`src/rtl/minimac2_pkg.sv`:
```
// ============================================================================
// minimac2_pkg : shared state encoding, CRC-32 constants and size defaults
// Rev 1.0
// ============================================================================
`default_nettype none

package minimac2_pkg;

    typedef enum logic [1:0] {
        ST_IDLE     = 2'd0,
        ST_PREAMBLE = 2'd1,
        ST_PAYLOAD  = 2'd2,
        ST_DISCARD  = 2'd3
    } rx_state_e;

    localparam logic [31:0] MINIMAC2_CRC_POLY    = 32'h04C11DB7;
    localparam logic [31:0] MINIMAC2_CRC_RESIDUE = 32'hDEBB20E3;
    localparam int          MINIMAC2_MAX_NIBBLES = 3072;

    localparam logic [3:0]  NIB_PRE = 4'h5;
    localparam logic [3:0]  NIB_SFD = 4'hD;

    function automatic logic [31:0] reflect32(input logic [31:0] v);
        logic [31:0] r;
        for (int i = 0; i < 32; i++) begin
            r[i] = v[31-i];
        end
        return r;
    endfunction

endpackage

`default_nettype wire

```
`src/rtl/minimac2_rx_sfd_if.sv`:
```
// ============================================================================
// minimac2_rx_sfd_if : MII receive pins in, cleaned payload stream and status out
// Optional rx_crc_ok member with MINIMAC2_RX_CRC_EN.  Rev 1.0
// ============================================================================
`default_nettype none

interface minimac2_rx_sfd_if;

    logic       mii_rx_dv;
    logic       mii_rx_er;
    logic [3:0] mii_rx_data;
    logic       phy_dv;
    logic [3:0] phy_rx_data;
    logic       rx_end;
    logic       rx_err_phy;
    logic       rx_err_align;
    logic       rx_err_long;

`ifdef MINIMAC2_RX_CRC_EN
    logic       rx_crc_ok;

    modport master (
        output mii_rx_dv, mii_rx_er, mii_rx_data,
        input  phy_dv, phy_rx_data, rx_end, rx_err_phy, rx_err_align, rx_err_long, rx_crc_ok
    );
    modport slave (
        input  mii_rx_dv, mii_rx_er, mii_rx_data,
        output phy_dv, phy_rx_data, rx_end, rx_err_phy, rx_err_align, rx_err_long, rx_crc_ok
    );
`else
    modport master (
        output mii_rx_dv, mii_rx_er, mii_rx_data,
        input  phy_dv, phy_rx_data, rx_end, rx_err_phy, rx_err_align, rx_err_long
    );
    modport slave (
        input  mii_rx_dv, mii_rx_er, mii_rx_data,
        output phy_dv, phy_rx_data, rx_end, rx_err_phy, rx_err_align, rx_err_long
    );
`endif

endinterface

`default_nettype wire

```
`src/rtl/minimac2_crc4.sv`:
```
// ============================================================================
// minimac2_crc4 : reflected CRC-32 register advancing 4 bits per cycle, bit 0 first
// Rev 1.0
// ============================================================================
`default_nettype none

module minimac2_crc4
    import minimac2_pkg::*;
(
    input  logic        clk,
    input  logic        rst,
    input  logic        clr_i,
    input  logic        en_i,
    input  logic [3:0]  data_i,
    output logic [31:0] crc_o
);

    localparam logic [31:0] POLY_REFL = reflect32(MINIMAC2_CRC_POLY);

    logic [31:0] crc_q;
    logic [31:0] crc_d;
    logic [31:0] w_step;

    always_comb begin
        w_step = crc_q;
        for (int i = 0; i < 4; i++) begin
            if (w_step[0] ^ data_i[i]) begin
                w_step = (w_step >> 1) ^ POLY_REFL;
            end else begin
                w_step = w_step >> 1;
            end
        end
    end

    always_comb begin
        crc_d = crc_q;
        if (clr_i) begin
            crc_d = '1;
        end else if (en_i) begin
            crc_d = w_step;
        end
    end

    always_ff @(posedge clk) begin
        if (rst) begin
            crc_q <= '1;
        end else begin
            crc_q <= crc_d;
        end
    end

    assign crc_o = crc_q;

endmodule

`default_nettype wire

```
`src/rtl/minimac2_rx_sfd.sv`:
```
// ============================================================================
// minimac2_rx_sfd : MII preamble/SFD stripper, oversize truncation, frame status
// FCS checker enabled by MINIMAC2_RX_CRC_EN.  Rev 1.0
// ============================================================================
`default_nettype none

module minimac2_rx_sfd
    import minimac2_pkg::*;
#(
    parameter int MIN_PREAMBLE = 4,
    parameter int MAX_NIBBLES  = MINIMAC2_MAX_NIBBLES
) (
    input  logic             phy_rx_clk,
    input  logic             phy_rx_rst,
    minimac2_rx_sfd_if.slave rx
);

    localparam logic [3:0]  PRE_MIN  = 4'(MIN_PREAMBLE);
    localparam logic [11:0] NCNT_MAX = 12'(MAX_NIBBLES);

    logic        dv_q, er_q;
    logic [3:0]  d_q;
    rx_state_e   state_q, state_d;
    logic [3:0]  pcnt_q, pcnt_d;
    logic [11:0] ncnt_q, ncnt_d;
    logic        err_phy_q, err_phy_d;
    logic        phy_dv_q, phy_dv_d;
    logic [3:0]  phy_data_q, phy_data_d;
    logic        rx_end_q, rx_end_d;
    logic        st_phy_q, st_phy_d;
    logic        st_align_q, st_align_d;
    logic        st_long_q, st_long_d;

    always_ff @(posedge phy_rx_clk) begin
        if (phy_rx_rst) begin
            dv_q       <= 1'b0;
            er_q       <= 1'b0;
            d_q        <= 4'h0;
            state_q    <= ST_IDLE;
            pcnt_q     <= 4'h0;
            ncnt_q     <= 12'h000;
            err_phy_q  <= 1'b0;
            phy_dv_q   <= 1'b0;
            phy_data_q <= 4'h0;
            rx_end_q   <= 1'b0;
            st_phy_q   <= 1'b0;
            st_align_q <= 1'b0;
            st_long_q  <= 1'b0;
        end else begin
            dv_q       <= rx.mii_rx_dv;
            er_q       <= rx.mii_rx_er;
            d_q        <= rx.mii_rx_data;
            state_q    <= state_d;
            pcnt_q     <= pcnt_d;
            ncnt_q     <= ncnt_d;
            err_phy_q  <= err_phy_d;
            phy_dv_q   <= phy_dv_d;
            phy_data_q <= phy_data_d;
            rx_end_q   <= rx_end_d;
            st_phy_q   <= st_phy_d;
            st_align_q <= st_align_d;
            st_long_q  <= st_long_d;
        end
    end

    always_comb begin
        state_d    = state_q;
        pcnt_d     = pcnt_q;
        ncnt_d     = ncnt_q;
        err_phy_d  = err_phy_q;
        phy_dv_d   = 1'b0;
        phy_data_d = 4'h0;
        rx_end_d   = 1'b0;
        st_phy_d   = 1'b0;
        st_align_d = 1'b0;
        st_long_d  = 1'b0;
        case (state_q)
            ST_IDLE: begin
                if (dv_q) begin
                    if (d_q == NIB_PRE) begin
                        state_d = ST_PREAMBLE;
                        pcnt_d  = 4'd1;
                    end else begin
                        state_d = ST_DISCARD;
                    end
                end
            end
            ST_PREAMBLE: begin
                if (!dv_q) begin
                    state_d = ST_IDLE;
                end else if (d_q == NIB_PRE) begin
                    pcnt_d = (pcnt_q == 4'hF) ? 4'hF : pcnt_q + 4'd1;
                end else if ((d_q == NIB_SFD) && (pcnt_q >= PRE_MIN)) begin
                    state_d   = ST_PAYLOAD;
                    ncnt_d    = 12'h000;
                    err_phy_d = 1'b0;
                end else begin
                    state_d = ST_DISCARD;
                end
            end
            ST_PAYLOAD: begin
                if (!dv_q) begin
                    state_d    = ST_IDLE;
                    rx_end_d   = 1'b1;
                    st_phy_d   = err_phy_q;
                    st_align_d = ncnt_q[0];
                end else if (ncnt_q == NCNT_MAX) begin
                    // Oversize: close the frame now and swallow the rest of it.
                    state_d    = ST_DISCARD;
                    rx_end_d   = 1'b1;
                    st_phy_d   = err_phy_q;
                    st_align_d = ncnt_q[0];
                    st_long_d  = 1'b1;
                end else begin
                    phy_dv_d   = 1'b1;
                    phy_data_d = d_q;
                    ncnt_d     = ncnt_q + 12'd1;
                    err_phy_d  = err_phy_q | er_q;
                end
            end
            ST_DISCARD: begin
                if (!dv_q) begin
                    state_d = ST_IDLE;
                end
            end
            default: state_d = ST_IDLE;
        endcase
    end

    assign rx.phy_dv       = phy_dv_q;
    assign rx.phy_rx_data  = phy_data_q;
    assign rx.rx_end       = rx_end_q;
    assign rx.rx_err_phy   = st_phy_q;
    assign rx.rx_err_align = st_align_q;
    assign rx.rx_err_long  = st_long_q;

`ifdef MINIMAC2_RX_CRC_EN
    logic        w_crc_clr;
    logic [31:0] w_crc;
    logic        crc_ok_q, crc_ok_d;

    assign w_crc_clr = (state_q == ST_PREAMBLE) && (state_d == ST_PAYLOAD);

    minimac2_crc4 u_crc (
        .clk    (phy_rx_clk),
        .rst    (phy_rx_rst),
        .clr_i  (w_crc_clr),
        .en_i   (phy_dv_d),
        .data_i (d_q),
        .crc_o  (w_crc)
    );

    assign crc_ok_d = rx_end_d && !st_long_d && (w_crc == MINIMAC2_CRC_RESIDUE);

    always_ff @(posedge phy_rx_clk) begin
        if (phy_rx_rst) begin
            crc_ok_q <= 1'b0;
        end else begin
            crc_ok_q <= crc_ok_d;
        end
    end

    assign rx.rx_crc_ok = crc_ok_q;
`endif

endmodule

`default_nettype wire

```
`src/flat_wrapper.sv`:
```
// flat-port wrapper written by rule: the top's interface ports become plain ports
module minimac2_rx_sfd_flat import minimac2_pkg::*;
#(
    parameter int MIN_PREAMBLE = 4,
    parameter int MAX_NIBBLES  = MINIMAC2_MAX_NIBBLES
)
  (phy_rx_clk, phy_rx_rst, rx_mii_rx_dv, rx_mii_rx_er, rx_mii_rx_data, rx_phy_dv, rx_phy_rx_data, rx_rx_end, rx_rx_err_phy, rx_rx_err_align, rx_rx_err_long);
  minimac2_rx_sfd_if rx_i ();
  input  logic phy_rx_clk;
  input  logic phy_rx_rst;
  input wire logic [$bits(rx_i.mii_rx_dv)-1:0] rx_mii_rx_dv;
  input wire logic [$bits(rx_i.mii_rx_er)-1:0] rx_mii_rx_er;
  input wire logic [$bits(rx_i.mii_rx_data)-1:0] rx_mii_rx_data;
  output wire logic [$bits(rx_i.phy_dv)-1:0] rx_phy_dv;
  output wire logic [$bits(rx_i.phy_rx_data)-1:0] rx_phy_rx_data;
  output wire logic [$bits(rx_i.rx_end)-1:0] rx_rx_end;
  output wire logic [$bits(rx_i.rx_err_phy)-1:0] rx_rx_err_phy;
  output wire logic [$bits(rx_i.rx_err_align)-1:0] rx_rx_err_align;
  output wire logic [$bits(rx_i.rx_err_long)-1:0] rx_rx_err_long;
  assign rx_i.mii_rx_dv = rx_mii_rx_dv;
  assign rx_i.mii_rx_er = rx_mii_rx_er;
  assign rx_i.mii_rx_data = rx_mii_rx_data;
  assign rx_phy_dv = rx_i.phy_dv;
  assign rx_phy_rx_data = rx_i.phy_rx_data;
  assign rx_rx_end = rx_i.rx_end;
  assign rx_rx_err_phy = rx_i.rx_err_phy;
  assign rx_rx_err_align = rx_i.rx_err_align;
  assign rx_rx_err_long = rx_i.rx_err_long;
  minimac2_rx_sfd #(.MIN_PREAMBLE(MIN_PREAMBLE), .MAX_NIBBLES(MAX_NIBBLES)) u_core (.phy_rx_clk(phy_rx_clk), .phy_rx_rst(phy_rx_rst), .rx(rx_i));
endmodule
```
`config.mk`:
```
export PLATFORM = sky130hd
export DESIGN_NAME = minimac2_rx_sfd_flat
export DESIGN_NICKNAME = d
export VERILOG_FILES = /design/src/rtl/minimac2_pkg.sv /design/src/rtl/minimac2_rx_sfd_if.sv /design/src/rtl/minimac2_crc4.sv /design/src/rtl/minimac2_rx_sfd.sv /design/src/flat_wrapper.sv
export SDC_FILE = /design/constraint.sdc
export NUM_CORES = 1
export LEC_CHECK = 0
export CELL_PAD_IN_SITES_DETAIL_PLACEMENT = 0
export CELL_PAD_IN_SITES_GLOBAL_PLACEMENT = 1
export CORE_ASPECT_RATIO = 1.25
export CORE_MARGIN = 2
export CORE_UTILIZATION = 42
export DETAILED_ROUTE_END_ITERATION = 10
export GPL_TIMING_DRIVEN = 0
export PLACE_DENSITY_LB_ADDON = 0.15
export SYNTH_ARGS = -nofsm -noshare
export SYNTH_HDL_FRONTEND = slang
export SYNTH_SLANG_ARGS = --single-unit
export TNS_END_PERCENT = 50
```
`constraint.sdc`:
```
create_clock -name phy_rx_clk -period 2.46 [get_ports phy_rx_clk]
set_input_delay 0.369 -clock phy_rx_clk [delete_from_list [all_inputs] [get_ports phy_rx_clk]]
set_output_delay 0.369 -clock phy_rx_clk [all_outputs]
set_load 0.01 [all_outputs]
```
After elaboration in Yosys (flattened, before gate mapping)
Cells that the tools add are included.

word-level totals
  register bits after elaboration = 34
  input bits = 8
  logic and storage cells = 81

operators by class
  add/subtract/negate cells = 2
  order comparisons = 1
  eq/ne operators = 18
  muxes and demuxes = 34
  bitwise gates (word level) = 3
  reduce and logical (&&, ||, !) cells = 10

operators with widths
  operator                                                               number
  12-bit 2-to-1 mux                                                      5
  12-bit one-hot mux with 2 select lines                                 1
  4-bit 2-to-1 mux                                                       5
  2-bit 2-to-1 mux                                                       7
  1-bit 2-to-1 mux                                                       13
  12-bit by 1-bit adder with 12-bit output, second input constant        1
  12-bit equality test, second input constant                            1
  2-bit by 1-bit != test with 1-bit output, second input constant        6
  4-bit equality test, second input constant                             2
  2-bit one-hot mux with 4 select lines                                  1
  4-bit one-hot mux with 2 select lines                                  1
  2-bit != test, second input constant                                   3
  3-bit != test, second input constant                                   2
  6-bit AND reduction                                                    1
  5-bit AND reduction                                                    1
  4-bit by 1-bit adder with 4-bit output, second input constant          1
  2-bit equality test, second input constant                             2
  4-bit by 3-bit equality test with 1-bit output, second input constant  1
  4-bit by 3-bit >= comparator with 1-bit output, second input constant  1
  4-bit AND reduction                                                    1
  2-bit nonzero test                                                     2
  4-bit OR reduction                                                     1
  3-bit OR reduction                                                     1
  2-bit by 1-bit equality test with 1-bit output, second input constant  1
  6 further kinds                                                        7

Depth between registers and ports, before layout
Gate-level depths: netlist of run 1.

  word-level depth = 6
  mapped depth = 7

Worst setup path before layout of run 1
Ideal clock, no wire load.

  kind = register -> register
  from = register u_core.ncnt_q[0]
  to = register u_core.ncnt_q[6]
  library setup time = 0.070 ns
  arrival time = 1.653 ns
  data required time = 2.390 ns
  slack = 0.737 ns
  stages on the path, launching flop included = 8
  buffers on the path = 0
  period minus slack after synthesis = 1.723 ns
  path through = dfxtp_1 inv_1 ha_1 nor4b_4 a31oi_4 o21ai_4 or4_1 a21oi_1

on the way
  word-level cells in the longest chain between the ends = 4
  elaborated cells between the ends (all ways) = 7

RTL lines
  what                                      RTL line                RTL
  start: declaration                        minimac2_rx_sfd.sv:25   logic [11:0] ncnt_q, ncnt_d;
  start signal: assignment                  minimac2_rx_sfd.sv:55   ncnt_q <= ncnt_d;
  12-bit by 1-bit adder with 12-bit output  minimac2_rx_sfd.sv:117  ncnt_d = ncnt_q + 12'd1;
  12-bit 2-to-1 mux                         minimac2_rx_sfd.sv:107  end else if (ncnt_q == NCNT_MAX) begin
  12-bit 2-to-1 mux                         minimac2_rx_sfd.sv:102  if (!dv_q) begin
  12-bit one-hot mux with 2 select lines    minimac2_rx_sfd.sv:77   case (state_q)

Several ways; a longest one is shown, not always the timed one. The select of a mux whose other input is x is not followed.
A chain may end at the register's enable or synchronous reset.

Worst setup path after layout of run 1
  from = register u_core.ncnt_q[0]
  to = register u_core.ncnt_q[10]

Same word-level chain as after synthesis.

==> impl_results.md, run 1 <==
- CTS buffer count: 5
- Overall die area: ~0.004 mm²
- Initial DRC count: 44
- Clock Root Buffer: clkbuf_8
- Post-route DRC: 0
- Share of layout cells above drive strength 1: between 10% and 20%
- Hold Buf Count CTS: 0
- Result of the run: finished clean
- Commonest non-fill, non-tap cells in the layout: dfxtp_1 (34), nor2_1 (20), clkdlybuf4s50_1 (16)
- Commonest non-fill, non-tap cell in the layout: dfxtp_1
- Critical Path Start Type: register
- Max cap viols: 0
- Initial antenna violation count: 0
- Number of vias after detailed routing: ~1200
- Setup Buffers After CTS: 0
- Sequential area share after synthesis: 46.3%
- Average cell area after synthesis: approximately 9.4 µm²
- Number of buffers added on ports: 16
- Minimum period implied by the final worst setup slack: ~1.9 ns
- Worst-skew pair later-pin latency: around 0.29 ns
- Clk network pwr share: about half
- Crit path arrival time: ~2.1 ns
- Tightest Hold Check Type: reg2reg
- Largest voltage drop on the vdd net: 743 µV
- Largest net degree at the start of global routing: 13
- Row cnt: 24
- RD Place Congestion: just over 0.8
- Initial core utilization: between 40% and 50%
- Final Hold Vio Count: 0
- Count of nets left with antenna violations after detail routing: 0
- Gates resized, CTS repair: 0
- Die extent in y: approximately 70 µm
- Logic pwr share: around 4.2%
- Width of the chip: approximately 57 µm
- Clock slew at the register clock pins of the worst setup and hold paths: about 0.080 ns
- Switching part of the total: between 20 and 25%
- Number of detailed-route iterations in the first pass: 4
- WL/cell: 13.6 µm
- Ports placed on the boundary: 17
- Number of pins with negative max-slew slack in the final report: 0
- Ant. Diodes: 0
- Setup clock skew after layout: around 0.0083 ns
- Seq cells post-synth: 34
- Deepest clock path buffer count: 2
- Number of sinks on the clock net: 34
- Nature of the critical path endpoint: register
- Post-route setup TNS: 0 ns
- Req. time, crit path: roughly 2.7 ns
- Fraction of the cycle the final worst path needs: ~78%
- GRT Total Usage: between 15 and 20%
- Highest clock frequency the design can meet: approximately 520 MHz
- Share of power burned in registers: 45.4%
- Synthesized instance count: ~160
- Drt via density: 5.45
- Non-Filler Instances: between 200 and 250
- Power density over cell area: around 700 mW/mm²
- Setup repair after global routing missed its margin: no
- Lkg Pwr: about 0.7 nW
- Netlist Area Pre-Place: between 0.001 and 0.0015 mm²
- Post-placement cell count: ~210
- Overflow after GRT: 0
- Worst Max-Slew Pin Slew: 0.526 ns
- Placed wire-length estimate: ~2200 µm
- Cell Int Power: 990 µW
- Area added between synthesis and finish: 23.6%
- First-pass GRT wire length: approximately 5000 µm
- Via count of the first global-routing pass: between 1000 and 1500
- Final Routed Wirelength: 2970 µm
- Floorplan Core Area: approximately 0.0034 mm²
- Post-Synthesis Net Count: between 150 and 200
- Slew headroom: 64.8%
- Number of warnings reported in the yosys synthesis log: 0
- Kind of critical path: reg2reg
- Net count reported at finish: 190
- Post-synth cell types: 41
- Net switching power: about 250 µW
- TritonCTS clock tree: built
- Endpoints failing setup: 0
- Clock H-tree levels: 2
- Critical-path maximum fanout: 6
power by group through the flow:
| stage | clock (mW) | combinational (mW) | sequential (mW) |
|---|---|---|---|
| finish | 0.623 | 0.0526 | 0.563 |
| global route | 0.656 | 0.0579 | 0.564 |
| CTS | 0.636 | 0.0529 | 0.563 |
| detailed placement | 0 | 0.0528 | 0.576 |
| global placement | 0 | 0.0522 | 0.575 |
| floorplan | 0 | 0.0319 | 0.575 |
worst paths after layout:
| check | from | to | slack (ns) | depth (start not counted) |
|---|---|---|---|---|
| min | u_core.err_phy_q | u_core.err_phy_q | 0.48 | 2 |
| max reg2reg | u_core.ncnt_q[0] | u_core.ncnt_q[10] | 0.54 | 7 |
| min reg2reg | u_core.err_phy_q | u_core.err_phy_q | 0.48 | 2 |
| max | u_core.ncnt_q[0] | u_core.ncnt_q[10] | 0.54 | 7 |
worst max-delay path, cell delays in order (launching register included):
cell	delay, ns
dfxtp_1	0.34
inv_1	0.13
ha_1	0.16
nor4b_4	0.33
a31oi_1	0.29
a21oi_2	0.36
o21ai_0	0.15
o41ai_1	0.07
area by class of cell:
cell class	instances	area, µm²
Inverter	6	22.5
Buffer	6	35.0
Multi-Input combinational cell	110	732
Clock inverter	3	68.8
Timing Repair Buffer	16	160
Sequential cell	34	681
Clock buffer	5	68.8
Tap cell	39	48.8
Fill cell	324	1610
Yosys cell counts:
master | n | area share [%]
xor2_1 | 3 | 1.8
nor2_1 | 20 | 5.1
or2_2 | 1 | 0.43
nor2b_1 | 7 | 3.0
nor4_1 | 1 | 0.43
and3_1 | 6 | 2.6
dfxtp_1 | 34 | 46
nand4_1 | 3 | 1.3
nand3_1 | 7 | 2.4
a21oi_1 | 6 | 2.0
and4_1 | 1 | 0.60
mux2_2 | 1 | 0.77
and2_4 | 1 | 0.60
a41oi_1 | 1 | 0.60
o21ai_0 | 12 | 4.1
nor3b_2 | 1 | 0.85
buf_6 | 1 | 0.77
o211ai_2 | 1 | 0.85
and4bb_2 | 1 | 0.85
clkbuf_2 | 1 | 0.34
nor4b_4 | 2 | 3.2
nor3_1 | 4 | 1.4
o31ai_1 | 2 | 1.0
a31o_2 | 2 | 1.2
nand2_1 | 6 | 1.5
inv_1 | 6 | 1.5
a211oi_1 | 2 | 1.0
or4_1 | 1 | 0.51
nand2b_1 | 3 | 1.3
a31oi_4 | 1 | 1.4
ha_1 | 3 | 2.6
a21oi_2 | 1 | 0.60
buf_4 | 1 | 0.51
xnor2_1 | 1 | 0.60
mux2i_1 | 1 | 0.68
a21boi_0 | 1 | 0.51
o211a_1 | 1 | 0.68
o41ai_1 | 1 | 0.60
a31oi_1 | 4 | 1.7
clkbuf_1 | 3 | 0.77
o21ai_4 | 1 | 1.1
logic make-up (layout without fill, tap and decap cells):
group | count (synthesis) | in the layout | synth area share (%)
compound gates | 36 | 36 | 17.4
fa+ha+maj | 3 | 3 | 2.55
simple gates | 65 | 65 | 26.0
xor+xnor | 4 | 4 | 2.38
buf+inv | 12 | 36 | 3.91
mux | 2 | 2 | 1.45
flops | 34 | 34 | 46.3
layer usage:
layer	vias to the layer above	track usage (%)	share of wire, %
met5	-	0	0
met1	547	21.0	45
met4	0	7.49	2.4
met3	11	6.30	4.8
met2	29	24.6	47
li1	607	-	-
metrics by stage:
stage | power (mW) | worst slack (ns) | utilization (%) | hold slack (ns) | area (µm²)
2_1_floorplan | 0.606 | 0.737 | - | 0.429 | 1470
3_3_place_gp | 0.628 | 0.536 | 49.0 | 0.463 | 1680
3_5_place_dp | 0.628 | 0.551 | 49.0 | 0.469 | 1680
4_1_cts | 1.25 | 0.537 | 53.1 | 0.486 | 1820
5_1_grt | 1.28 | 0.393 | 53.1 | 0.498 | 1820
6_report | 1.24 | 0.542 | 53.1 | 0.482 | 1820
flip-flops by register name (all words and copies together), names as in the netlist, 2 cells and up:
| signal | count |
|---|---|
| u_core.ncnt_q | 12 |
| u_core.d_q | 4 |
| u_core.pcnt_q | 4 |
| u_core.rx.phy_rx_data | 4 |
| u_core.state_q | 2 |
Power figures use the tool's default switching activity.
==> run 2: changes to the inputs <==
==> constraint.sdc (replaced) <==
create_clock -name phy_rx_clk -period 1.8 [get_ports phy_rx_clk]
set_input_delay 0.27 -clock phy_rx_clk [delete_from_list [all_inputs] [get_ports phy_rx_clk]]
set_output_delay 0.27 -clock phy_rx_clk [all_outputs]
set_load 0.01 [all_outputs]
==> impl_results.md, run 2 (synthesis gave the netlist of run 1 again) <==
- Number of buffers added on ports: 16 (unchanged)
- Result of the run: finished clean
- Number of pins with negative max-slew slack in the final report: 0 (unchanged)
- Worst reg-to-reg path cell count: 8 (+1)
- Area added between synthesis and finish: 32.9%
- Ant. Diodes: 0 (unchanged)
- Overall die area: 0.00399 mm² (unchanged)
- Filler cell count in the final layout: 311 (-4.0%)
- TritonCTS clock tree: built
- Max cap viols: 0 (unchanged)
- Overflow after GRT: 0 (unchanged)
- Nature of the critical path endpoint: register
- Clock H-tree levels: 2 (unchanged)
- Source of the worst register-to-register timing path: u_core.ncnt_q[0]
- WL/cell: 14.0 µm (+2.9%)
- Via count of the first global-routing pass: 1120 (+3.7%)
- Commonest non-fill, non-tap cell in the layout: dfxtp_1
- Minimum period implied by the final worst setup slack: 1.80 ns (-0.119 ns)
- Count of nets left with antenna violations after detail routing: 0 (unchanged)
- Clock slew at the register clock pins of the worst setup and hold paths: 0.08 ns (about the same)
- Reg with most FFs: u_core.ncnt_q
- Post-Route Utilization: 57.1% (+4.0 points)
- Post-route DRC: 0 (unchanged)
- Beginning of the worst hold path: u_core.d_q[1]
- Fraction of the cycle the final worst path needs: 99.9% (+22 points)
- Largest voltage drop on the vdd net: 1060 µV (+43%)
- Initial antenna violation count: 0 (unchanged)
- Instance count along the most critical hold path: 1 (-1)
- Width of the chip: 56.9 µm (unchanged)
- Highest clock frequency the design can meet: 556 MHz (+6.6%)
- Hold Buf Count CTS: 0 (unchanged)
- Req. time, crit path: 1.98 ns (-0.68 ns)
- Worst-case register-to-register setup slack: 0.001 ns (-0.54 ns)
- Post-route setup TNS: 0 ns (unchanged)
- First-pass GRT wire length: 5180 µm (+3.0%)
- GRT Total Usage: 17.0% (+0.46 points)
- Tightest Hold Check Type: reg2reg
- Clock Root Buffer: clkbuf_8
- Critical Path Start Type: register
- Worst-skew pair later-pin latency: 0.29 ns (about the same)
- Initial core utilization: 42.9% (unchanged)
- Net count reported at finish: 202 (+6.3%)
- Placed wire-length estimate: 2210 µm (unchanged)
- Share of layout cells above drive strength 1: 24.0% (+11 points)
- Number of sinks on the clock net: 34 (unchanged)
- Critical-path maximum fanout: 5 (-1)
- Commonest non-fill, non-tap cells in the layout: dfxtp_1 (30), nor2_1 (18), clkdlybuf4s50_1 (16)
- Initial DRC count: 54 (+23%)
- Kind of critical path: reg2reg
- Row cnt: 24 (unchanged)
- Setup repair after global routing missed its margin: yes
- Drt via density: 5.46 (+0.20%)
- Hold worst-path end: u_core.rx.phy_rx_data[1]
- Number of vias after detailed routing: 1262 (+5.7%)
- CTS buffer count: 5 (unchanged)
- Crit path arrival time: 1.98 ns (-0.13 ns)
- Slew headroom: 68.5% (+3.8 points)
- Post-placement cell count: 211 (unchanged)
- Place WS: -0.0977 ns (-0.648 ns)
- Largest net degree at the start of global routing: 13 (unchanged)
- Setup ws final: 0.00127 ns (-0.541 ns)
- Non-Filler Instances: 231 (+5.5%)
- Deepest clock path buffer count: 2 (unchanged)
- Setup clock skew after layout: 0.00974 ns (+0.00146 ns)
- Worst Max-Slew Pin Slew: 0.472 ns (-0.0541 ns)
- Final Routed Wirelength: 3220 µm (+8.5%)
- Floorplan Core Area: 0.00342 mm² (unchanged)
- Power density over cell area: 876 mW/mm² (+28%)
- Flip-flop count of the largest register after layout: 12 (unchanged)
- Final Hold Vio Count: 0 (unchanged)
- Endpoints failing setup: 0 (unchanged)
- Number of detailed-route iterations in the first pass: 4 (unchanged)
- Die extent in y: 70.1 µm (unchanged)
- RD Place Congestion: 0.811 (unchanged)
- Ports placed on the boundary: 17 (unchanged)
- Endpoint of the worst register-to-register path: u_core.ncnt_q[7]
- Lkg Pwr: 0.741 nW (+7.4%)
[run 2: cell count changes in the layout (fill, tap and decap cells not counted), moves of 2 or more]
cell | before | now
buf_4 | 1 | 13
dfxtp_1 | 34 | 30
dfxtp_2 | 0 | 3
inv_1 | 6 | 4
inv_2 | 0 | 2
nor2_1 | 20 | 18
nor2_2 | 0 | 2
[run 2: layout make-up]
cell class	count	area, µm²	share of cell area (%)
multi-input cells	110	771	39.5
flip-flops and latches	34	688	35.2
repair buffers	29	262	13.4
clock buffers	5	68.8	3.52
clock inverters	3	68.8	3.52
well taps	39	48.8	2.50
plain buffers	5	23.8	1.22
inverters	6	22.5	1.15
[run 2: layer usage]
layer,up-vias,global-route usage (%),share of wire (%)
met1,592,21.5,44
met3,12,6.30,3.6
met2,28,25.3,49
met5,-,0,0
met4,0,8.01,2.8
li1,630,-,-
[run 2: repair_timing]
item                       in CTS  in global routing
gates cloned                    0                  0
setup endpoints to repair       8                  9
resized for setup               4                 11
pin swaps                       6                  6
setup buffers                   6                  7
[run 2: metrics by stage]
| step | power (mW) | hold slack (ns) | cell area (µm²) |
|---|---|---|---|
| after floorplan | 0.829 | 0.398 | 1470 |
| after global placement | 0.858 | 0.463 | 1680 |
| after detailed placement | 0.859 | 0.469 | 1680 |
| after CTS | 1.72 | 0.472 | 1870 |
| after global routing | 1.76 | 0.499 | 1950 |
| final | 1.71 | 0.485 | 1950 |
[run 2: worst max path at each step]
stage / from / to / cells past startpoint
2_1_floorplan: u_core.ncnt_q[0] / u_core.ncnt_q[6] / 7
3_3_place_gp: u_core.ncnt_q[0] / u_core.ncnt_q[6] / 7
3_5_place_dp: u_core.ncnt_q[0] / u_core.ncnt_q[10] / 7
4_1_cts: u_core.ncnt_q[0] / u_core.ncnt_q[7] / 8
5_1_grt: u_core.ncnt_q[0] / u_core.ncnt_q[7] / 8
6_report: u_core.ncnt_q[0] / u_core.ncnt_q[7] / 8
[run 2: critical path: stages (launching register included)]
cell and delay [ns]:
dfxtp_2 0.33, inv_2 0.08, ha_4 0.13, nor4b_4 0.29, a31oi_4 0.19, buf_6 0.17
o211ai_4 0.19, nor2_2 0.05, mux2_2 0.26
[run 2: where the power goes]
part           leakage [nW]  internal [mW]  switching (mW)
logic                 0.394         0.0460          0.0424
registers             0.278          0.762         0.00609
clock network        0.0683          0.555           0.299
total                 0.741           1.36           0.348
